<file path="src/rtl/node_fifo_validready.sv">
// node_fifo_validready: DEPTH-entry first-word-fall-through buffer between valid/ready streams,
// with registered ready/valid/almost_full, occupancy count and synchronous flush.
module node_fifo_validready #(
    parameter int WIDTH    = 32,
    parameter int DEPTH    = 4,
    parameter int AF_LEVEL = 3,
    localparam int CW      = $clog2(DEPTH + 1)
) (
    input  logic             clk,
    input  logic             rst_n,
    input  logic             flush,
    input  logic [WIDTH-1:0] data_in,
    input  logic             valid_up_in,
    output logic             ready_up_out,
    output logic [WIDTH-1:0] data_out,
    output logic             valid_down_out,
    input  logic             ready_down_in,
    output logic [CW-1:0]    count,
    output logic             almost_full
);
    localparam int PW = $clog2(DEPTH);

    logic [WIDTH-1:0] mem [DEPTH];
    logic [PW-1:0]    wr_ptr, rd_ptr;
    logic             up_fire, down_fire;
    logic [CW-1:0]    next_count;

    function automatic logic [PW-1:0] ptr_inc(input logic [PW-1:0] p);
        return (p == PW'(DEPTH - 1)) ? '0 : p + PW'(1);
    endfunction

    assign up_fire    = valid_up_in & ready_up_out;
    assign down_fire  = valid_down_out & ready_down_in;
    assign next_count = flush ? '0 : count + CW'(up_fire) - CW'(down_fire);
    assign data_out   = mem[rd_ptr];

    // All status outputs are registered from next_count, so nothing downstream-facing
    // depends combinationally on the current cycle's handshake inputs.
    always_ff @(posedge clk or negedge rst_n) begin
        if (!rst_n) begin
            wr_ptr         <= '0;
            rd_ptr         <= '0;
            count          <= '0;
            ready_up_out   <= 1'b0;
            valid_down_out <= 1'b0;
            almost_full    <= 1'b0;
            for (int i = 0; i < DEPTH; i++) mem[i] <= '0;
        end else begin
            count          <= next_count;
            ready_up_out   <= next_count < CW'(DEPTH);
            valid_down_out <= next_count != '0;
            almost_full    <= next_count >= CW'(AF_LEVEL);
            if (flush) begin
                wr_ptr <= '0;
                rd_ptr <= '0;
            end else begin
                if (up_fire) begin
                    mem[wr_ptr] <= data_in;
                    wr_ptr      <= ptr_inc(wr_ptr);
                end
                if (down_fire) rd_ptr <= ptr_inc(rd_ptr);
            end
        end
    end
endmodule

</file>
<file path="config.mk">
export PLATFORM = sky130hd
export DESIGN_NAME = node_fifo_validready
export DESIGN_NICKNAME = d
export VERILOG_FILES = /design/src/rtl/node_fifo_validready.sv
export SDC_FILE = /design/constraint.sdc
export NUM_CORES = 1
export LEC_CHECK = 0
export BUFFER_PORTS_ARGS = -buffer_cell sky130_fd_sc_hd__buf_2
export CELL_PAD_IN_SITES_DETAIL_PLACEMENT = 1
export CELL_PAD_IN_SITES_GLOBAL_PLACEMENT = 1
export CORE_MARGIN = 3
export CORE_UTILIZATION = 30
export CTS_CLUSTER_DIAMETER = 120
export DETAILED_ROUTE_END_ITERATION = 7
export PLACE_DENSITY_LB_ADDON = 0.1
export SYNTH_ARGS = -nofsm -noshare
export SYNTH_HDL_FRONTEND = slang
export SYNTH_SLANG_ARGS = --single-unit
</file>
<file path="constraint.sdc">
create_clock -name clk -period 2.95 [get_ports clk]
set_input_delay 0.4425 -clock clk [delete_from_list [all_inputs] [get_ports clk]]
set_output_delay 0.4425 -clock clk [all_outputs]
set_load 0.05 [all_outputs]
</file>
==> reports/metrics.yaml, run 1 <==
outcome: "finished, final reports clean"
required_ps: 2510
finalNetCount: 486
synthDistinctLibCells: 25
placed_cell_area_sq_mm: 0.007036
h-tree-depth: 4
avgSynthCellArea_sq_um: 17.84
internal_power_mw: 5.656
crit_type: "reg2out"
die_w_microns: 152.3
min_path_type: "in2reg"
ctsResizeCount: 0
clk_pin_slew_ps: 60
synthCells: 360
yosysSeqAreaShare: 0.5377
wirelength_mm: 14.22
critPathLaunchType: "flip-flop"
grt_pass1_wl_mm: 23.38
drt_iter0_markers: 107
dp.cells: 691
gp_congestion: 0.6584
total_power_mw: 8.733
tightestPinTransition_ps: 985.0
io_pins: 75
switching_share: 0.3523
maxCapViolations: 0
antenna-diode-count: 0
grt_usage: 0.1302
maxSlewViolCount: 0
fin_skew_ps: 6.033
seqPwrFrac: 0.350
cts_inserted_buffers: 17
final_cell_mix: "dfrtp_1 (136), buf_2 (73), mux2_2 (66)"
finalInstanceArea_sq_mm: 0.007716
clkPwrFrac: 0.278
syn_nets: 405
antenna_found_initial: 0
dp_worst_setup_slack_ps: 587.4
initial_core_util: 0.3114
fillerInstances: 2075
rsz0062_at_grt: "false"
cts_buffer_depth: 2
drtPass1Iterations: 4
hold_ws_ps: 301.4
wl_per_cell_microns: 19.64
drive_above_1_share: 0.6278
area_delta_synth_final_pct: 20.14
drc: 0
layout_commonest_cell: "dfrtp_1"
fp.dieArea_sq_mm: 0.02320
ant_nets: 0
yosys_warnings: 0
grt_remaining_overflow: 0
vias: 3403
fin_tns_setup_ps: 0
synth_seq_cells: 138
final_core_util: 0.3741
cts_sinks: 138
via_per_inst: 4.700
setup_violations: 0
dp_hpwl_mm: 8.929
synth_area_sq_mm: 0.006422
p_comb_frac: 0.372
tritoncts: "yes"
worstSkewPairLatency_ps: 420
fin_crit_ps: 2445
grt_max_degree: 64
cp.arrival_ps: 2000
placementRows: 52
core_sq_mm: 0.02062
fin_ws_ps: 505.0
instances_no_fill: 724
fin_crit_sh: 0.8288
cellLeakagePower_nw: 3.664
hold_viol_final: 0
cp-end-kind: "output pin"
peakVddDrop_mv: 0.4321
cp_max_fo: 30
cts_root_buf: "clkbuf_16"
power.density_mw_per_mm2: 1132
max_slew_margin: 0.3423
die_y_microns: 152.3
fmax_mhz: 409.0
power.switching_mw: 3.077
numPortBuffers: 74
grt_pass1_vias: 3943
## power groups by stage
stage	registers [mW]	logic, mW	clock network, mW
after floorplan	3.04	2.63	0
after global placement	3.05	3.25	0
after detailed placement	3.09	3.30	0
after CTS	3.06	3.31	2.50
after global routing	3.16	3.47	2.58
final	3.06	3.25	2.43
## synth_stat cells
library cell  number  area [sq um]
a21oi_1            5         25.02
nor2_1             3         11.26
nand4bb_1          1         11.26
buf_4              4         30.03
fa_1               1         20.02
clkbuf_1           2         7.510
buf_2              4         20.02
nand2_1            1         3.750
and2_1             1         6.260
a31oi_1            1         6.260
buf_6             13         146.4
or2_2              1         6.260
mux2_4            60         900.9
xnor3_1            1         22.52
mux2_2            66         743.2
dfrtp_1          138          3453
a21bo_2            4         40.04
nand3b_1           1         7.510
nand2b_1           1         6.260
mux2_1             2         22.52
nand3_1            2         10.01
mux4_2            32         720.7
nand4b_4           4         95.09
inv_1              5         18.77
ha_1               7         87.58
## worst max-delay path: stages (launching register included)
cell and delay (ps):
dfrtp_2 450, buf_12 300, mux4_2 580, buf_2 230
## metal layers
layer,GRT usage,wire [microns]
met1,0.1734,6611
met4,0.03853,116
met3,0.03579,439
met2,0.2091,7055
met5,0,0
## worst paths after layout
kind                                              from                     end  slack (ps)  depth (start not counted)
max in group asynchronous                        rst_n     mem[30]$_DFFE_PN0P_        1640                          3
worst min register to register     mem[64]$_DFFE_PN0P_     mem[64]$_DFFE_PN0P_         490                          1
worst max-delay path             rd_ptr[0]$_DFFE_PN0P_             data_out[6]         510                          3
min in group asynchronous                        rst_n     mem[87]$_DFFE_PN0P_         540                          2
worst max register to register  ready_up_out$_DFF_PN0_  ready_up_out$_DFF_PN0_         630                          8
worst min-delay path                        data_in[1]      mem[1]$_DFFE_PN0P_         300                          2
## state kept, by name, indices dropped and copies added (netlist names)
signal          count
rd_ptr              2
mem               128
almost_full         1
wr_ptr              2
ready_up_out        1
count               3
valid_down_out      1
## cell type report
type | instances | area [sq um] | share of cell area
Timing Repair Buffer | 85 | 486.7 | 0.06308
Multi-Input combinational cell | 194 | 2746 | 0.3559
Clock inverter | 15 | 245.2 | 0.03178
Inverter | 5 | 18.77 | 0.002432
Tap cell | 270 | 337.8 | 0.04378
Sequential cell | 138 | 3456 | 0.4479
Clock buffer | 17 | 425.4 | 0.05513
## logic make-up (layout without fill, tap and decap cells)
group | after synthesis | in the layout | share of synthesized area
mux | 160 | 160 | 0.3717
flops | 138 | 138 | 0.5377
buf+inv | 28 | 122 | 0.03468
simple gates | 15 | 15 | 0.02455
compound gates | 10 | 10 | 0.01110
fa+ha+maj | 8 | 8 | 0.01675
xor+xnor | 1 | 1 | 0.003506
## what timing repair did
| action | in CTS | in global routing |
|---|---|---|
| hold buffers | 1 | 0 |
| setup buffers | 0 | 0 |
| hold endpoints to repair | 26 | 0 |
No activity file was read; power rests on OpenSTA's default activity.
==> run 2: changes to the inputs <==
==> constraint.sdc (replaced) <==
create_clock -name clk -period 2.09 [get_ports clk]
set_input_delay 0.3135 -clock clk [delete_from_list [all_inputs] [get_ports clk]]
set_output_delay 0.3135 -clock clk [all_outputs]
set_load 0.05 [all_outputs]
==> reports/metrics.yaml, run 2 (synthesis results as in run 1) <==
maxSlewViolCount: 0  # unchanged
maxCapViolations: 0  # unchanged
violations: "negative setup slack"
max_slew_margin: 0.6544  # +0.3120
io_pins: 75  # unchanged
grt_pass1_wl_mm: 23.89  # +2.2%
cts_sinks: 138  # unchanged
largest_register_ff_count: 128  # unchanged
ant_nets: 0  # unchanged
drive_above_1_share: 0.6537  # +0.02593
die_y_microns: 152.3  # unchanged
fin_crit_ps: 2129
vias: 3467  # +1.9%
cp.arrival_ps: 1820  # -180 ps
numPortBuffers: 74  # unchanged
tightestPinTransition_ps: 517.6  # -467.4 ps
dp_hpwl_mm: 8.993  # +0.72%
top_regs: "mem: 128 flops, count: 3 flops"
drc: 0  # unchanged
wl_per_cell_microns: 19.59  # -0.27%
cellLeakagePower_nw: 3.801  # +3.7%
outcome: "complete, but fails checks"
antenna-diode-count: 0  # unchanged
min_path_type: "in2reg"
placementRows: 52  # unchanged
fin_ws_ps: -39.32  # -544.3 ps
cts_setup_buffers: 0  # unchanged
switching_share: 0.3459  # -0.006478
wirelength_mm: 14.34  # +0.83%
grt_remaining_overflow: 0  # unchanged
hold_ws_ps: 165.3  # -136.1 ps
fin_crit_sh: 1.019
required_ps: 1780  # -730 ps
power.switching_mw: 4.458  # +45%
total_power_mw: 12.89  # +48%
worstSkewPairLatency_ps: 420  # about the same
crit_type: "reg2out"
grt_max_degree: 65  # +1.6%
peakVddDrop_mv: 0.5896  # +36%
power.density_mw_per_mm2: 1592  # +41%
cts_root_buf: "clkbuf_16"
area_delta_synth_final_pct: 26.07
drt_iter0_markers: 67  # -37%
drtPass1Iterations: 4  # unchanged
regMostFlops: "mem"
fin_skew_ps: 6.883  # +0.8499 ps
gp_congestion: 0.6751  # +2.5%
cp-end-kind: "output pin"
finalNetCount: 494  # +1.6%
antenna_found_initial: 2  # +2
p_comb_frac: 0.408  # +0.036
clk_pin_slew_ps: 60  # about the same
cts_inserted_buffers: 17  # unchanged
cp_max_fo: 15  # -50%
hold_viol_final: 0  # unchanged
internal_power_mw: 8.432  # +49%
grt_usage: 0.1325  # +0.002242
critPathLaunchType: "flip-flop"
final_cell_mix: "dfrtp_1 (134), mux2_2 (66), mux2_4 (60)"
initial_core_util: 0.3114  # unchanged
die_w_microns: 152.3  # unchanged
h-tree-depth: 4  # unchanged
grt_pass1_vias: 4041  # +2.5%
via_per_inst: 4.736  # +0.77%
setup_violations: 26  # +26
rsz0062_at_grt: "true"
layout_commonest_cell: "dfrtp_1"
tritoncts: "yes"
core_sq_mm: 0.02062  # unchanged
fmax_mhz: 469.6
fp.dieArea_sq_mm: 0.02320  # unchanged
clkPwrFrac: 0.257  # -0.021
seqPwrFrac: 0.335  # -0.015
cts_buffer_depth: 2  # unchanged
run 2: cell types whose count changed in the layout (fill, tap and decap cells not counted), moves of 2 or more:
cell	before	now
clkbuf_8	0	4
bufinv_16	6	4
inv_1	5	3
ha_4	0	2
buf_6	1	33
ha_1	7	5
buf_12	2	10
buf_2	73	41
inv_2	0	2
dfrtp_1	136	134
run 2: what timing repair did:
item                                    4_1_cts  5_1_grt
endpoints found under the hold margin        36        0
gates resized for setup                      65        0
hold buffers                                  1        0
endpoints found under the setup margin       32       32
run 2: path summary, 6_finish.rpt:
path | start | end | slack, ps | cells after the start
setup / recovery | rd_ptr[0]$_DFFE_PN0P_ | data_out[6] | -40 | 3
hold / removal | data_in[31] | mem[95]$_DFFE_PN0P_ | 170 | 2
setup reg to reg | valid_down_out$_DFF_PN0_ | ready_up_out$_DFF_PN0_ | 100 | 8
hold reg to reg | mem[64]$_DFFE_PN0P_ | mem[64]$_DFFE_PN0P_ | 490 | 1
max in group asynchronous | rst_n | mem[72]$_DFFE_PN0P_ | 1030 | 3
min in group asynchronous | rst_n | mem[120]$_DFFE_PN0P_ | 380 | 2
run 2: final cells by class:
class,count,area [sq um]
repair buffers,93,847.1
multi-input cells,194,2786
inverters,5,18.77
flip-flops and latches,138,3461
fillers,2085,12530
clock buffers,21,480.5
well taps,270,337.8
clock inverters,11,165.2
run 2: metrics by stage:
stage               instance area, sq um  TNS [ps]  utilization  setup WS [ps]  instances
finish                              8097    -454.4       0.3926         -39.32        732
global route                        8097     -2716       0.3926         -123.4        732
CTS                                 8097     -1965       0.3926         -89.82        732
detailed placement                  7238         0       0.3509          84.05        699
global placement                    7238         0       0.3509          113.8        699
floorplan                           6472    -1.380            -         -1.380        360
run 2: power groups by stage:
stage / registers (mW) / logic (mW) / clock network [mW]
4_1_cts: 4.32 / 5.36 / 3.43
2_1_floorplan: 4.30 / 3.78 / 0
6_report: 4.31 / 5.26 / 3.32
5_1_grt: 4.46 / 5.57 / 3.55
3_5_place_dp: 4.36 / 4.77 / 0
3_3_place_gp: 4.31 / 4.72 / 0
run 2: worst max-delay path: stages (launching register included):
cell and delay (ps):
dfrtp_2 440, buf_12 200, mux4_2 560, buf_6 180
run 2: routing by layer:
layer  wire, microns  GRT usage  up-vias
met5              27          0        -
met1            6518     0.1758     1886
met2            7221     0.2130       49
met4             134    0.04110        4
met3             438    0.03579       12
li1                -          -     1516
